$ cat config.mk
export PLATFORM = sky130hd
export DESIGN_NAME = password_lock
export DESIGN_NICKNAME = d
export VERILOG_FILES = /design/src/rtl/password_lock.sv
export SDC_FILE = /design/constraint.sdc
export NUM_CORES = 1
export LEC_CHECK = 0
export CORE_ASPECT_RATIO = 1.1
export CORE_MARGIN = 4
export CORE_UTILIZATION = 46
export CTS_BUF_LIST = sky130_fd_sc_hd__clkbuf_4 sky130_fd_sc_hd__clkbuf_8
export DETAILED_ROUTE_END_ITERATION = 12
export PLACE_DENSITY_LB_ADDON = 0.2
export SLEW_MARGIN = 20
export SYNTH_ARGS = -nofsm -noshare
export SYNTH_HDL_FRONTEND = slang
export SYNTH_SLANG_ARGS = --single-unit
$ cat constraint.sdc
create_clock -name clk -period 3.05 [get_ports clk]
set_input_delay 0.61 -clock clk [delete_from_list [all_inputs] [get_ports clk]]
set_output_delay 0.61 -clock clk [all_outputs]
set_load 0.02 [all_outputs]
$ cat src/rtl/password_lock.sv
// Serial-entry password lock with failed-attempt lockout.
// Inputs are synchronised and edge-detected in the clk domain.
module password_lock #(
    parameter int                PW_LEN         = 16,
    parameter logic [PW_LEN-1:0] GOOD_PASSWORD  = 16'h39C3,
    parameter int                MAX_FAILS      = 3,
    parameter int                LOCKOUT_CYCLES = 1024,
    parameter int                BLINK_BIT      = 22
) (
    input  logic clk,
    input  logic rst,
    input  logic shift,
    input  logic d,
    input  logic commit,
    output logic led_ok,
    output logic led_blink,
    output logic led_last,
    output logic led_locked
);

    localparam int CNT_W = $clog2(PW_LEN + 1);
    localparam int LT_W  = (LOCKOUT_CYCLES > 1) ? $clog2(LOCKOUT_CYCLES) : 1;

    localparam logic [CNT_W-1:0] CNT_FULL = CNT_W'(PW_LEN);
    localparam logic [LT_W-1:0]  LT_LOAD  = LT_W'(LOCKOUT_CYCLES - 1);
    localparam logic [4:0]       FAIL_MAX = 5'(MAX_FAILS);

    typedef enum logic [1:0] {
        ENTRY    = 2'd0,
        UNLOCKED = 2'd1,
        LOCKED   = 2'd2
    } state_t;

    state_t              state;
    logic [PW_LEN-1:0]   sr;
    logic [CNT_W-1:0]    bit_cnt;
    logic [3:0]          fails;
    logic [LT_W-1:0]     lock_timer;
    logic [BLINK_BIT:0]  blink_cnt;

    // s1 = [0], s2 = [1], s3 = [2]; d only needs the two-flop level
    logic [2:0] shift_q;
    logic [2:0] commit_q;
    logic [1:0] d_q;

    logic       shift_ev;
    logic       commit_ev;
    logic       bit_in;
    logic       pass;
    logic [4:0] fails_inc;

    assign shift_ev  = shift_q[1] & ~shift_q[2];
    assign commit_ev = commit_q[1] & ~commit_q[2];
    assign bit_in    = d_q[1];
    assign pass      = (bit_cnt == CNT_FULL) && (sr == GOOD_PASSWORD);
    assign fails_inc = {1'b0, fails} + 5'd1;

    // Synchronise the asynchronous buttons and data bit
    always_ff @(posedge clk) begin
        if (rst) begin
            shift_q  <= '0;
            commit_q <= '0;
            d_q      <= '0;
        end else begin
            shift_q  <= {shift_q[1:0], shift};
            commit_q <= {commit_q[1:0], commit};
            d_q      <= {d_q[0], d};
        end
    end

    // Lock state machine, entry shift register and attempt tracking
    always_ff @(posedge clk) begin
        if (rst) begin
            state      <= ENTRY;
            sr         <= '0;
            bit_cnt    <= '0;
            fails      <= '0;
            lock_timer <= '0;
            blink_cnt  <= '0;
            led_last   <= 1'b0;
        end else begin
            blink_cnt <= blink_cnt + 1'b1;
            case (state)
                ENTRY: begin
                    if (commit_ev) begin
                        sr      <= '0;
                        bit_cnt <= '0;
                        if (pass) begin
                            state <= UNLOCKED;
                            fails <= '0;
                        end else if (fails_inc < FAIL_MAX) begin
                            fails <= fails + 1'b1;
                        end else begin
                            state      <= LOCKED;
                            lock_timer <= LT_LOAD;
                            fails      <= '0;
                        end
                    end else if (shift_ev) begin
                        sr       <= (sr << 1) | PW_LEN'(bit_in);
                        led_last <= bit_in;
                        if (bit_cnt != CNT_FULL) begin
                            bit_cnt <= bit_cnt + 1'b1;
                        end
                    end
                end
                UNLOCKED: begin
                    if (commit_ev) begin
                        state   <= ENTRY;
                        sr      <= '0;
                        bit_cnt <= '0;
                        fails   <= '0;
                    end
                end
                LOCKED: begin
                    if (lock_timer == '0) begin
                        state <= ENTRY;
                    end else begin
                        lock_timer <= lock_timer - 1'b1;
                    end
                end
                default: begin
                    state <= ENTRY;
                end
            endcase
        end
    end

    assign led_ok     = (state == UNLOCKED);
    assign led_locked = (state == LOCKED);
    assign led_blink  = led_ok & blink_cnt[BLINK_BIT];

endmodule

==> reports/metrics.yaml, run 1 <==
route:
  vias: 2151
  viasPerCell: 5.109
  drtIter0Drc: 109
  ant_nets: 0
  first_pass_iters: 4
  wl_mm: 4.974
  dr_wl_met2_mm: 2.223
  dr_wl_met3_um: 146
  highest_layer: "met4"
  drcViolationCount: 0
  wl_met1_mm: 2.534
  wire_per_inst_um: 11.81
outcome:
  status: "complete, no violations"
cells_and_area:
  fin_cells: 421
  fillers: 594
  register_area_um2: 1381
  nets: 347
  n_antenna_cell: 0
  area_growth_pct: 12.44
  multi_input_area_um2: 1433
  drive_gt1_share_pct: 8.211
place:
  pre_cts_slack_ns: 0.9091
  dp.cells: 405
  detailed_place_hpwl_mm: 3.335
  gp_congestion: 0.7582
  port_buffers: 8
logic_synthesis:
  synth_cell_types: 44
  syn-mean-instance-area_um2: 8.834
  synthesis.area_um2: 2907
  synth_fp_nets: 340
  synth_edf_count: 0
  syn_inst: 329
  synthFlopType: "dfxtp_1"
  yosysSeqAreaShare_pct: 47.52
  async_flop_share_pct: 0
  ys_warn_count: 0
  ys_seq_elements: 69
setup_path:
  required_ns: 2.44
  cp-startpoint: "state[1]"
  cp_data_arrival_time_ns: 1.86
  max_stage_delay_ns: 0.66
  path_class: "reg -> out"
  critPathTopFamily: "buffers and inverters"
  cp-end-kind: "output port"
  cpMaxStageDelayCell: "clkdlybuf4s50_1"
  crit_fanout: 13
  crit_chain: "nor2b_1 -> clkdlybuf4s50_1"
  critPathBufInv: 1
  start_kind: "flip-flop"
  reg2reg_from: "bit_cnt[0]"
global_route:
  antenna_found_initial: 0
  grt_pass1_vias: 1936
  grt_pass1_wl_mm: 8.756
  grt_usage_pct: 13.94
  grt_max_degree: 57
  grt.overflow.total: 0
power_and_ir_drop:
  power_mw: 1.846
  p_comb_share_pct: 4.1
  power_density_nw_per_um2: 564.8
  power_frac_seq_pct: 50.0
  power.leakage_nw: 1.155
  p_sw_mw: 0.3795
  swShare_pct: 20.56
  ir_drop_mv: 0.3224
  clockPowerShare_pct: 45.9
  p_int_mw: 1.466
min_path:
  hold_path.class: "reg -> reg"
  hold_start: "blink_cnt[0]"
sta:
  hold_viol: 0
  max_freq_mhz: 405.6
  fin_ws_ns: 0.5846
  drv_slew: 0
  worst_pin_slew_ns: 0.5656
  slew_headroom_pct: 62.29
  min_period_ns: 2.465
  setup_viol: 0
  skew_ns: 0.01073
  period_share_pct: 80.83
  rsz0062_at_grt: "no"
  fin_setup_tns_ns: 0
clock_tree:
  htreeDepth: 3
  numCtsBuffers: 9
  cts_resized: 0
  cts_root_buf: "clkbuf_8"
  cts_tree: "done"
  clkSinkCount: 69
  cts_buffer_depth: 2
  hold_buffers: 0
  clkLatencyLatePin_ns: 0.33
  cts_setup_buffers: 0
  clk_pin_slew_ns: 0.07
die:
  num_rows: 30
  die_w_um: 83.79
  core-area_um2: 6156
  ios: 9
  die_area_um2: 7656
  initial_core_util_pct: 47.22
  die_h_um: 91.37
run:
  drv_cap: 0
-- synth_stat cells (all sizes together) (2+ instances only) --
library cell / n / area [um2]
nor4: 5 / 37.53
ha: 6 / 75.07
a31oi: 3 / 18.77
dfxtp: 69 / 1381
o21ai: 6 / 30.02
nand3: 26 / 130.1
inv: 6 / 22.52
nand4: 8 / 50.05
xor2: 17 / 148.9
nor4b: 2 / 17.52
or4b: 2 / 20.02
nor2b: 12 / 75.07
and3: 6 / 37.54
nor2: 33 / 123.9
and4: 3 / 26.28
or3: 5 / 31.28
a21o: 2 / 15.01
a21oi: 33 / 168.9
nand2: 30 / 112.6
nor3: 7 / 35.03
nor3b: 2 / 15.01
buf: 3 / 23.77
clkbuf: 12 / 46.29
and2: 6 / 37.54
xnor2: 12 / 105.1
-- logic make-up after synthesis --
logic type,Yosys count,synth area share (%)
muxes,1,0.3874
xor gates and xnor gates,29,8.739
DFF,69,47.52
and+or+nand+nor,154,27.98
adders and majority gates,6,2.583
AOI/OAI and AO/OA,49,9.599
buffers and inverters,21,3.185
-- stage by stage --
stage	hold slack, ns	utilization, %	area, um2
after floorplan	0.4132	-	2907
after global placement	0.4293	49.29	3034
after detailed placement	0.4328	49.29	3034
after CTS	0.4556	53.09	3268
after global routing	0.4727	53.09	3268
final	0.4543	53.09	3268
-- registers in the layout, summed over array words and instances, names as in the netlist --
name,count
shift_q,3
fails,4
state,2
led_last,1
commit_q,3
blink_cnt,23
d_q,2
sr,16
bit_cnt,5
lock_timer,10
-- metal layers --
metal  vias up  GRT usage [%]
met3         7          4.356
met5         -              0
met4         0          5.228
met2        21          21.62
li1       1145              -
met1       978          18.14
-- placed cells by master (no fill, tap or decap), drive strengths merged, types with 7 or more instances in the layout --
master         instances
nand3                 26
clkdlybuf4s50          7
dfxtp                 69
nor2                  33
nand4                  8
a21oi                 33
xnor2                 12
nor2b                 12
nor3                   7
nand2                 30
clkbuf                13
xor2                  17
-- worst register-to-register path, cell delays in order, from the launching register on --
cell and delay, ns:
dfxtp_1 0.34, inv_1 0.06, ha_1 0.12, or4bb_1 0.42, or3_1 0.34, o21ai_1 0.17
nand2b_2 0.28, a221oi_1 0.12
-- final timing paths --
path	to	slack [ns]	cells past startpoint
max reg2reg	lock_timer[1]	1.05	7
min reg2reg	blink_cnt[0]	0.45	1
min	blink_cnt[0]	0.45	1
max	led_locked	0.58	2
-- cell type report --
type,count,area share [%]
inverter,6,0.6891
multi-input combinational,239,43.84
tap,80,3.063
clock inverter,3,2.067
sequential,69,42.27
timing repair buffer,11,2.986
clock buffer,13,5.092
-- power by group through the flow --
stage	combinational (mW)	sequential, mW	clock (mW)
final	0.0750	0.924	0.847
after global routing	0.0855	0.925	0.912
after CTS	0.0760	0.923	0.872
after detailed placement	0.0758	0.944	0
after global placement	0.0753	0.944	0
after floorplan	0.0580	0.942	0
Power figures use the tool's default switching activity.
==> run 2: changes to the inputs <==
Clock period 3.05 ns to 2.08 ns, I/O delays scaled along.
==> reports/metrics.yaml, run 2 (synthesized netlist as in run 1, its figures left out) <==
power_and_ir_drop:
  ir_drop_mv: 0.4163  # +29%
  power_mw: 2.635  # +43%
  swShare_pct: 22.12  # +1.6 points
  p_int_mw: 2.052  # +40%
  clockPowerShare_pct: 44.3  # -1.6 points
  power_density_nw_per_um2: 800.1  # +42%
  power_frac_seq_pct: 51.4  # +1.4 points
  p_comb_share_pct: 4.3  # +0.2 points
  power.leakage_nw: 1.193  # +3.3%
  p_sw_mw: 0.5828  # +54%
place:
  place_area_um2: 3062  # +0.91%
  gp_congestion: 0.7836  # +3.4%
  detailed_place_hpwl_mm: 3.402  # +2.0%
  port_buffers: 8  # unchanged
setup_path:
  critPathBufInv: 1  # unchanged
  crit_fanout: 4  # -9
  required_ns: 2.30  # -0.14 ns
  r2r_end: "fails[0]"
  r2r_setup_slack_ns: 0.11  # -0.94 ns
  crit_chain: "inv_1 -> ha_1 -> or4bb_1 -> or3_4 -> o21ai_2 -> nor3_1 -> mux2_2"
  critPathTopFamily: "simple AND/OR/NAND/NOR gates"
  reg2reg_from: "bit_cnt[0]"
  max_stage_delay_ns: 0.45  # -0.21 ns
  cpMaxStageDelayCell: "or4bb_1"
  path_class: "reg -> reg"
  cp_data_arrival_time_ns: 2.19  # +0.33 ns
  cp-end-kind: "flip-flop"
  start_kind: "flip-flop"
  reg2reg_depth: 7  # unchanged
clock_tree:
  clkSinkCount: 69  # unchanged
  cts_setup_buffers: 0  # unchanged
  cts_root_buf: "clkbuf_8"
  htreeDepth: 3  # unchanged
  clk_pin_slew_ns: 0.08  # about the same
  cts_buffer_depth: 2  # unchanged
  numCtsBuffers: 9  # unchanged
  cts_tree: "done"
  clkLatencyLatePin_ns: 0.33  # about the same
  hold_buffers: 0  # unchanged
global_route:
  grt_pass1_wl_mm: 9.190  # +5.0%
  grt_max_degree: 56  # -1.8%
  grt_pass1_vias: 2093  # +8.1%
  grt.overflow.total: 0  # unchanged
  antenna_found_initial: 0  # unchanged
  grt_usage_pct: 14.50  # +0.57 points
route:
  first_pass_iters: 6  # +2
  viasPerCell: 5.184  # +1.5%
  drcViolationCount: 0  # unchanged
  wl_mm: 5.107  # +2.7%
  vias: 2193  # +2.0%
  wire_per_inst_um: 12.07  # +2.2%
  ant_nets: 0  # unchanged
  drtIter0Drc: 152  # +39%
run:
  drv_cap: 0  # unchanged
die:
  core-area_um2: 6156  # unchanged
  die_w_um: 83.79  # unchanged
  ios: 9  # unchanged
  initial_core_util_pct: 47.22  # unchanged
  die_h_um: 91.37  # unchanged
  num_rows: 30  # unchanged
  die_area_um2: 7656  # unchanged
sta:
  worst_pin_slew_ns: 1.059  # +0.4939 ns
  hold_viol: 0  # unchanged
  slew_headroom_pct: 29.11  # -33 points
  period_share_pct: 94.66
  skew_ns: 0.01006  # -0.0006619 ns
  setup_viol: 0  # unchanged
  min_period_ns: 1.969
  drv_slew: 0  # unchanged
  max_freq_mhz: 507.9
cells_and_area:
  stdcell_area_um2: 3293  # +0.77%
  fillers: 595  # +0.17%
  register_area_um2: 1381  # unchanged
  top_register: "blink_cnt"
  layout_common_cells: "69 x dfxtp_1, 33 x nor2_1, 32 x a21oi_1"
  largest_registers: "blink_cnt (23), sr (16), lock_timer (10)"
  area_growth_pct: 13.30
  multi_input_area_um2: 1449  # +1.1%
  nets: 349  # +0.58%
  n_antenna_cell: 0  # unchanged
  largest_register_ff_count: 23  # unchanged
  final_common_cell: "dfxtp_1"
  final_core_util_pct: 53.50  # +0.41 points
  drive_gt1_share_pct: 9.621  # +1.4 points
min_path:
  min_delay_worst_endpoint: "lock_timer[9]"
  hold_path.class: "in -> reg"
  hold_start: "rst"
  worstHoldPathCells: 2  # +1
outcome:
  status: "complete, no violations"
run 2: cell types whose count changed in the layout (fill, tap and decap cells not counted), sizes merged:
cell and delta:
dlymetal6s2s +1, clkdlybuf4s50 -2, clkinv +3, dlygate4sd2 +1, buf +2, clkbuf -4, clkinvlp +1
run 2: through the flow:
| step | hold slack (ns) | setup TNS [ns] | std cells | setup WS [ns] |
|---|---|---|---|---|
| after floorplan | 0.4132 | 0 | 329 | 0.2757 |
| after detailed placement | 0.4264 | 0 | 407 | 0.06714 |
| after global placement | 0.4217 | 0 | 407 | 0.1379 |
| after global routing | 0.4327 | -0.0005196 | 423 | -0.0005196 |
| after CTS | 0.3943 | 0 | 423 | 0.005928 |
| final | 0.4084 | 0 | 423 | 0.1111 |
run 2: cell type report:
type                    count  share of cell area (%)
repair buffers             13                   3.837
well taps                  80                   3.040
flip-flops and latches     69                   41.95
clock inverters             7                   2.736
clock buffers               9                   3.761
multi-input cells         239                   44.00
inverters                   6                  0.6839
run 2: per-layer routing:
metal | track usage [%] | share of wire [%] | up-vias | wire length [um]
li1 | - | - | 1153 | -
met1 | 18.79 | 50 | 1020 | 2528
met2 | 22.81 | 47 | 13 | 2403
met3 | 2.995 | 1.9 | 7 | 97
met4 | 7.239 | 1.5 | 0 | 78
met5 | 0 | 0 | - | 0
run 2: how the worst max path moves through the flow:
stage                    start            end  slack [ns]  cells after the start
finish              bit_cnt[0]       fails[0]        0.11                      7
CTS                   state[1]      led_blink       0.006                      3
detailed placement  bit_cnt[0]  lock_timer[2]        0.07                      7
global route        bit_cnt[0]       fails[0]     -0.0005                      7
floorplan           bit_cnt[0]  lock_timer[2]        0.28                      8
global placement    bit_cnt[0]  lock_timer[0]        0.14                      7
run 2: worst register-to-register path, cell delays in order (launching register included):
cell	delay, ns
dfxtp_1	0.35
inv_1	0.07
ha_1	0.13
or4bb_1	0.45
or3_4	0.36
o21ai_2	0.15
nor3_1	0.08
mux2_2	0.28
run 2: timing repair:
| item | in CTS | in global routing |
|---|---|---|
| pin swaps | 0 | 0 |
| resized for setup | 2 | 4 |
| setup endpoints to repair | 2 | 13 |
| endpoints found under the hold margin | 0 | 0 |
| cloned | 0 | 0 |
run 2: power by group through the flow:
| stage | Clock, mW | Sequential [mW] | Combinational [mW] |
|---|---|---|---|
| floorplan | 0 | 1.38 | 0.0850 |
| global placement | 0 | 1.38 | 0.113 |
| detailed placement | 0 | 1.38 | 0.114 |
| CTS | 1.20 | 1.35 | 0.114 |
| global route | 1.26 | 1.36 | 0.131 |
| finish | 1.17 | 1.35 | 0.114 |
